--- src/rtl/telemetry_pkg.sv ---
// Shared defaults, sweep-state encoding and coordinate field layout for the track file.
package telemetry_pkg;
  localparam int NUM_TARGETS_DEF = 16;
  localparam int COORD_W_DEF     = 8;
  localparam int AGE_W_DEF       = 4;
  localparam int MAX_AGE_DEF     = 15;

  // Field slots inside a packed {X,Y,Z,T} word, X in the MSBs.
  localparam int FLD_X = 3;
  localparam int FLD_Y = 2;
  localparam int FLD_Z = 1;
  localparam int FLD_T = 0;

  typedef enum logic [1:0] {
    S_IDLE,
    S_SEEK,
    S_PRESENT,
    S_DONE
  } sweep_state_t;

  // LSB position of a coordinate field for a given field width.
  function automatic int fld_lsb(input int fld, input int coord_w);
    return fld * coord_w;
  endfunction
endpackage

--- src/rtl/track_entry.sv ---
// One track slot: coordinate word, valid flag and a saturating age counter.
module track_entry
  import telemetry_pkg::*;
#(
  parameter int COORD_W = COORD_W_DEF,
  parameter int AGE_W   = AGE_W_DEF,
  parameter int MAX_AGE = MAX_AGE_DEF
) (
  input  logic               clk,
  input  logic               rst,
  input  logic               wr,
  input  logic               clr,
  input  logic               tick,
  input  logic [4*COORD_W-1:0] wr_coord,
  output logic [4*COORD_W-1:0] coord,
  output logic               valid,
  output logic               stale
);
  localparam logic [AGE_W-1:0] AGE_SAT = '1;

  logic [AGE_W-1:0] age;

  // Write beats clear; age restarts on write, is pinned at zero while invalid.
  always_ff @(posedge clk or posedge rst) begin
    if (rst) begin
      coord <= '0;
      valid <= 1'b0;
      age   <= '0;
    end else if (wr) begin
      coord <= wr_coord;
      valid <= 1'b1;
      age   <= '0;
    end else if (clr) begin
      valid <= 1'b0;
      age   <= '0;
    end else if (tick && valid && (age != AGE_SAT)) begin
      age <= age + 1'b1;
    end
  end

  assign stale = valid && (age >= AGE_W'(MAX_AGE));
endmodule

--- src/rtl/target_track_file.sv ---
// Target track file: per-target entries, registered random read, live population
// count and a handshaked sweep that presents every valid entry in index order.
module target_track_file
  import telemetry_pkg::*;
#(
  parameter  int NUM_TARGETS = NUM_TARGETS_DEF,
  parameter  int COORD_W     = COORD_W_DEF,
  parameter  int AGE_W       = AGE_W_DEF,
  parameter  int MAX_AGE     = MAX_AGE_DEF,
  localparam int IDX_W       = $clog2(NUM_TARGETS),
  localparam int CW          = 4 * COORD_W
) (
  input  logic             clk,
  input  logic             rst,
  input  logic             wr_en,
  input  logic [IDX_W-1:0] wr_idx,
  input  logic [CW-1:0]    wr_coord,
  input  logic             clr_en,
  input  logic [IDX_W-1:0] clr_idx,
  input  logic             age_tick,
  input  logic [IDX_W-1:0] rd_idx,
  output logic [CW-1:0]    rd_coord,
  output logic             rd_valid,
  output logic             rd_stale,
  input  logic             scan_start,
  output logic             scan_busy,
  output logic             out_valid,
  input  logic             out_ready,
  output logic [IDX_W-1:0] out_idx,
  output logic [CW-1:0]    out_coord,
  output logic             out_stale,
  output logic             scan_done,
  output logic [IDX_W:0]   valid_count
);
  localparam logic [IDX_W-1:0] LAST = IDX_W'(NUM_TARGETS - 1);

  logic [NUM_TARGETS-1:0][CW-1:0] coord_q;
  logic [NUM_TARGETS-1:0]         valid_q;
  logic [NUM_TARGETS-1:0]         stale_q;

  for (genvar g = 0; g < NUM_TARGETS; g++) begin : g_entry
    track_entry #(
      .COORD_W (COORD_W),
      .AGE_W   (AGE_W),
      .MAX_AGE (MAX_AGE)
    ) u_entry (
      .clk      (clk),
      .rst      (rst),
      .wr       (wr_en  && (wr_idx  == IDX_W'(g))),
      .clr      (clr_en && (clr_idx == IDX_W'(g))),
      .tick     (age_tick),
      .wr_coord (wr_coord),
      .coord    (coord_q[g]),
      .valid    (valid_q[g]),
      .stale    (stale_q[g])
    );
  end

  logic           rd_in;
  logic [IDX_W:0] pop;

  assign rd_in = {1'b0, rd_idx} < (IDX_W+1)'(NUM_TARGETS);

  // Population count of the current valid bits.
  always_comb begin
    pop = '0;
    for (int i = 0; i < NUM_TARGETS; i++) pop = pop + (IDX_W+1)'(valid_q[i]);
  end

  // Registered random read of pre-edge storage, zeros when out of range.
  always_ff @(posedge clk or posedge rst) begin
    if (rst) begin
      rd_coord    <= '0;
      rd_valid    <= 1'b0;
      rd_stale    <= 1'b0;
      valid_count <= '0;
    end else begin
      rd_coord    <= rd_in ? coord_q[rd_idx] : '0;
      rd_valid    <= rd_in && valid_q[rd_idx];
      rd_stale    <= rd_in && stale_q[rd_idx];
      valid_count <= pop;
    end
  end

  sweep_state_t     state;
  logic [IDX_W-1:0] ptr;

  assign scan_busy = (state != S_IDLE);

  // Sweep FSM: one index per cycle in SEEK, payload frozen while presented.
  always_ff @(posedge clk or posedge rst) begin
    if (rst) begin
      state     <= S_IDLE;
      ptr       <= '0;
      out_valid <= 1'b0;
      out_idx   <= '0;
      out_coord <= '0;
      out_stale <= 1'b0;
      scan_done <= 1'b0;
    end else begin
      case (state)
        S_IDLE: begin
          scan_done <= 1'b0;
          if (scan_start) begin
            state <= S_SEEK;
            ptr   <= '0;
          end
        end
        S_SEEK: begin
          if (valid_q[ptr]) begin
            state     <= S_PRESENT;
            out_valid <= 1'b1;
            out_idx   <= ptr;
            out_coord <= coord_q[ptr];
            out_stale <= stale_q[ptr];
          end else if (ptr == LAST) begin
            state     <= S_DONE;
            scan_done <= 1'b1;
          end else begin
            ptr <= ptr + 1'b1;
          end
        end
        S_PRESENT: begin
          if (out_ready) begin
            out_valid <= 1'b0;
            if (ptr == LAST) begin
              state     <= S_DONE;
              scan_done <= 1'b1;
            end else begin
              state <= S_SEEK;
              ptr   <= ptr + 1'b1;
            end
          end
        end
        S_DONE: begin
          scan_done <= 1'b0;
          state     <= S_IDLE;
        end
        default: state <= S_IDLE;
      endcase
    end
  end
endmodule

--- config.mk ---
export PLATFORM = sky130hd
export DESIGN_NAME = target_track_file
export DESIGN_NICKNAME = d
export VERILOG_FILES = /design/src/rtl/telemetry_pkg.sv /design/src/rtl/track_entry.sv /design/src/rtl/target_track_file.sv
export SDC_FILE = /design/constraint.sdc
export NUM_CORES = 2
export LEC_CHECK = 0
export ABC_AREA = 0
export ABC_CLOCK_PERIOD_IN_PS = 28700
export CORE_UTILIZATION = 65
export CTS_BUF_LIST = sky130_fd_sc_hd__clkbuf_4 sky130_fd_sc_hd__clkbuf_8
export CTS_CLUSTER_DIAMETER = 60
export DETAILED_ROUTE_END_ITERATION = 8
export DONT_BUFFER_PORTS = 1
export PLACE_DENSITY = 0.81
export SLEW_MARGIN = 15
export SYNTH_ARGS = -nofsm -noshare
export SYNTH_HDL_FRONTEND = slang
export SYNTH_SLANG_ARGS = --single-unit
--- constraint.sdc ---
create_clock -name clk -period 28.7 [get_ports clk]
set_input_delay 5.74 -clock clk [delete_from_list [all_inputs] [get_ports clk]]
set_output_delay 5.74 -clock clk [all_outputs]
set_load 0.05 [all_outputs]
# Yosys cells after proc, flatten, opt, wreduce, memory -nomap -nowiden

Index checks and enable logic that the tools add are counted.

Register bits: 676
Output and inout port bits: 79
Input bits: 51
Word-level logic and storage cells: 398

Eq/ne operators: 55
Reductions and logical operators: 124
$add $sub $neg: 32
Muxes and demuxes: 110
$lt $le $gt $ge: 18

Operators by type and width:

| cell                  | count |
|---|---|
| $bmux W32 S4          | 2 |
| $mux W4               | 52 |
| $logic_and A1 B1 Y1   | 80 |
| $add A4 B1 Y4 const B | 17 |
| $eq A4 B4 Y1 const B  | 17 |
| $ge A4 B4 Y1 const B  | 16 |
| $mux W32              | 2 |
| $ne A4 B4 Y1 const B  | 16 |
| $add A5 B1 Y5         | 11 |
| $reduce_bool A3 Y1    | 17 |
| $mux W1               | 41 |
| $reduce_bool A2 Y1    | 18 |
| $eq A4 B3 Y1 const B  | 8 |
| $bmux W1 S4           | 4 |
| $eq A4 B2 Y1 const B  | 4 |
| $pmux W4 S3           | 1 |
| $lt A4 B5 Y1 const B  | 2 |
| $mux W2               | 5 |
| $eq A4 B1 Y1 const B  | 2 |
| $logic_not A4 Y1      | 2 |
| $ne A2 B2 Y1 const B  | 4 |
| $pmux W2 S4           | 1 |
| $reduce_and A3 Y1     | 2 |
| $add A4 B1 Y5         | 1 |
| other kinds (12)      | 14 |

# Depth between registers and ports, before layout

Word-level depth: 15
Gate-level depth with buffers: 13
Mapped depth without buffers: 12

# Hierarchy

A second synthesis with hierarchy kept.

Cells, all modules: 2,288
Area total of the unflattened synthesis: 35,081.1 µm²

Modules (own cells, without submodules):

| module            | cells each | instances | seq. area each (µm²) | area each (µm²) |
|---|---|---|---|---|
| track_entry       | 94         | 16        | 925.9                | 1,461.4 |
| target_track_file | 784        | 1         | 2,102.0              | 11,698.7 |

# Worst setup path before layout

Ideal clock, no wire load.

Kind: in2reg
Start: in rd_idx[0]
End: reg rd_valid
Stages on the path: 5
Library setup time: 138 ps
Data arrival time: 7,515 ps
Buffers on the path: 3
Data required time: 28,562 ps
Slack: 21,047 ps
Cell sequence: clkbuf_1 > buf_2 > buf_2 > mux4_2 > mux4_2

Longest elaborated chain between the ends: 2

Ends and longest elaborated chain:

| item                          | line                    | text |
|---|---|---|
| start, declared               | target_track_file.sv:21 | `input logic [IDX_W-1:0] rd_idx,` |
| $bmux W1 S4                   | target_track_file.sv:79 | `rd_valid <= rd_in && valid_q[rd_idx];` |
| $mux W1 (implied by the code) | target_track_file.sv:79 |  |
| end signal, assigned          | target_track_file.sv:79 |  |
| end, declared                 | target_track_file.sv:23 | `output logic rd_valid,` |

Every way passes these cells. The select of a mux whose other input is x is not followed.
A chain may end at the register's enable or synchronous reset.

==> impl_results.md <==
* Outcome: finished, final reports clean
* Final Hold Vio Count at 0
* Yosys warnings at 0
* Syn_nets at around 2300
* Post-CTS setup buffers at 0
* R2r worst-path depth at 5
* Final WL at roughly 82000 um
* Post-synth top flop: dfrtp_1
* Hold endpoint: g_entry[6].u_entry.coord[5]
* Vias per Instance at between 6 and 7
* Crit path required time at between 20 and 30 ns
* Placement Cell Area at ~35000 um2
* Slew of the pin with the lowest slew margin at 1.148 ns
* Number of routed nets with antenna violations at 0
* Worst-Skew Late Latency at 0.71 ns
* CP max stage delay at about 0.95 ns
* GRT Overall Usage at 32.12%
* Max-slew violation count at 0
* Total CTS buffers at 107
* Core area at 51820 um2
* R2R setup slack at approximately 25 ns
* Die width at about 230 um
* Gr ovfl total at 0
* Critical Path End Type: async pin
* CTS H-Tree Depth at 3
* First-pass GRT wire length at about 130000 um
* DRT Pass-1 Iters at 5
* Layout cells sized above 1 at between 50% and 60%
* Initial DRC count at approximately 1800
* RR Endpoint: out_coord[30]
* Final std cell area, no fill at approximately 37000 um2
* Post-Route Skew at 0.02845 ns
* Buffers on Ports at 0
* Clock Tree Buf Depth at 3
* Final setup TNS at 0 ns
* Synthesized area at 34420 um2
* Multi-input logic area at around 17000 um2
* Critical Path Fanout Max at 177
* Post-place setup slack at around 20 ns
* R2R Path Start: ptr[0]
* Clock Pin Slew Worst Setup and Hold Paths at 0.06 ns
* Distinct cell type count after synthesis at 48
* Commonest cells after routing, fill and taps aside: 672 x dfrtp_1, 547 x mux2_2, 333 x mux4_2, 153 x clkbuf_8, 57 x nor2_1
* Fill cell count at around 3200
* RSZ-0062 raised after global routing: false
* Crit Path Class: in -> async
* Worst setup margin at 21.06 ns
* Post-Synthesis Cells at approximately 2200
* Clock Tree Root: clkbuf_8
* Syn_area_per_cell at 15.66 um2
* Die area at 53880 um2
* # resized after CTS at 0
* Static leakage at 15.50 nW
* Synth Register Bits at between 600 and 700
* MaxCap Viol Count at 0
* Hold depth at 1
* F_max at 0.1309 GHz
* Initial core utilization at 66.42%
* Fin crit period at 7.638 ns
* CTS Sinks at 676
* DRC at 0
* Crit start category: input pin
* Worst slew margin at 23.22%
* Row Count at slightly above 80
* Setup violators final at 0
* Commonest non-fill, non-tap cell in the layout: dfrtp_1
* Vias in the first global route at between 20000 and 25000
* Hold crit path type: reg -> reg
* Mean routed wirelength per cell at 28.01 um
* Peak VDD IR at 0.06094 mV
* Register area at 16930 um2
* Initial antenna violation count at 2
* Die height at 232.1 um
* CP max stage cell: buf_4
* Post-synth EDFFs at 0
* Nets at roughly 2200
* Dpl hpwl at around 47000 um
* WHS at 0.5247 ns
* Largest net degree at the start of global routing at about 190
* Hold_sp: g_entry[6].u_entry.coord[5]
* Syn-to-layout area delta at 8.285%
* Worst path bufs/invs at 3
* CTS Hold Buffers Added at 0
* Asr flop ratio synth at between 90% and 100%
* Sequential fraction of the synthesis area at about half
* Critical path, cell by cell: inv_8 -> buf_12 -> buf_4
* CTS tree: done
* Pwr dens at ~95 nW/um2
* Via Count at about 20000
* CP top delay family: buffers and inverters
* IO Pins at between 100 and 150
* Crit path DAT at approximately 8.3 ns
* Gpl congestion at approximately 0.84
* Final period utilization at a little over a quarter
[cell type report]
| type | count | share of cell area (%) |
|---|---|---|
| inverters | 28 | 0.3021 |
| well taps | 680 | 2.283 |
| flip-flops and latches | 676 | 45.42 |
| diodes | 1 | 0.006714 |
| clock buffers | 175 | 6.093 |
| clock inverters | 20 | 0.4431 |
| repair buffers | 26 | 0.5909 |
| multi-input cells | 1313 | 44.86 |
[flip-flops by register name, indices dropped and copies added (netlist names)]
register               count
out_valid                  1
scan_done                  1
valid_count                5
ptr                        4
state                      2
out_stale                  1
rd_coord                  32
g_entry.u_entry.valid     16
out_idx                    4
rd_valid                   1
g_entry.u_entry.age       64
rd_stale                   1
g_entry.u_entry.coord    512
out_coord                 32
[synth_stat cells (all sizes together) (3+ instances only)]
master | instances | area [um2]
nor2 | 66 | 247.7
dfrtp | 676 | 16920
nand3 | 28 | 140.1
mux2 | 550 | 6193
inv | 28 | 105.1
nor3b | 9 | 67.56
a311oi | 8 | 70.07
a21o | 11 | 82.58
a211oi | 9 | 72.57
nand3b | 3 | 22.52
xor2 | 19 | 166.4
and3 | 4 | 25.02
nor3 | 8 | 40.04
a31oi | 28 | 175.2
and2 | 3 | 18.77
nand2 | 54 | 202.7
nor4bb | 3 | 30.03
ha | 27 | 337.8
buf | 58 | 295.3
o21ai | 15 | 75.07
mux2i | 29 | 290.3
mux4 | 333 | 7500
nand4 | 25 | 156.4
and4 | 7 | 61.31
a21oi | 13 | 65.06
nor2b | 16 | 100.1
xnor2 | 10 | 87.58
nand2b | 8 | 50.05
fa | 10 | 200.2
clkbuf | 123 | 461.7
[cell families after synthesis]
group	Yosys count	share of synthesized area, %
buffers and inverters	209	2.505
DFF	676	49.15
xor gates and xnor gates	29	0.7380
muxes	912	40.63
AOI/OAI and AO/OA	97	1.959
adders and majority gates	37	1.563
and+or+nand+nor	238	3.457
[metal layers]
metal / GRT usage (%) / vias to the layer above / wire length (um) / part of all wire (%)
met5: 0 / - / 0 / 0
met4: 11.99 / 0 / 2471 / 3.0
met3: 5.759 / 169 / 6025 / 7.4
met2: 51.41 / 797 / 40490 / 50
met1: 44.66 / 10950 / 32780 / 40
li1: - / 8403 / - / -
[report_power, final]
part	total (mW)	internal [mW]	switching [mW]
Combinational	1.01	0.604	0.402
Clock	0.904	0.517	0.387
Sequential	1.61	1.22	0.394
[through the flow]
step                power, mW  utilization, %  instances
finish                  3.523           71.92       2919
global route            3.702           71.92       2919
CTS                     3.544           71.91       2918
detailed placement      2.638           67.21       2723
global placement        2.560           67.21       2723
floorplan               2.400               -       2198
[worst max path at each step]
stage | depth (start not counted) | to | start
6_report | 3 | g_entry[15].u_entry.coord[18] | rst
5_1_grt | 3 | g_entry[8].u_entry.coord[18] | rst
4_1_cts | 3 | g_entry[15].u_entry.coord[18] | rst
3_5_place_dp | 3 | g_entry[15].u_entry.coord[29] | rst
3_3_place_gp | 3 | g_entry[12].u_entry.coord[15] | rst
2_1_floorplan | 1 | g_entry[0].u_entry.age[0] | rst
Note: power is estimated with default switching activity, not from simulation.
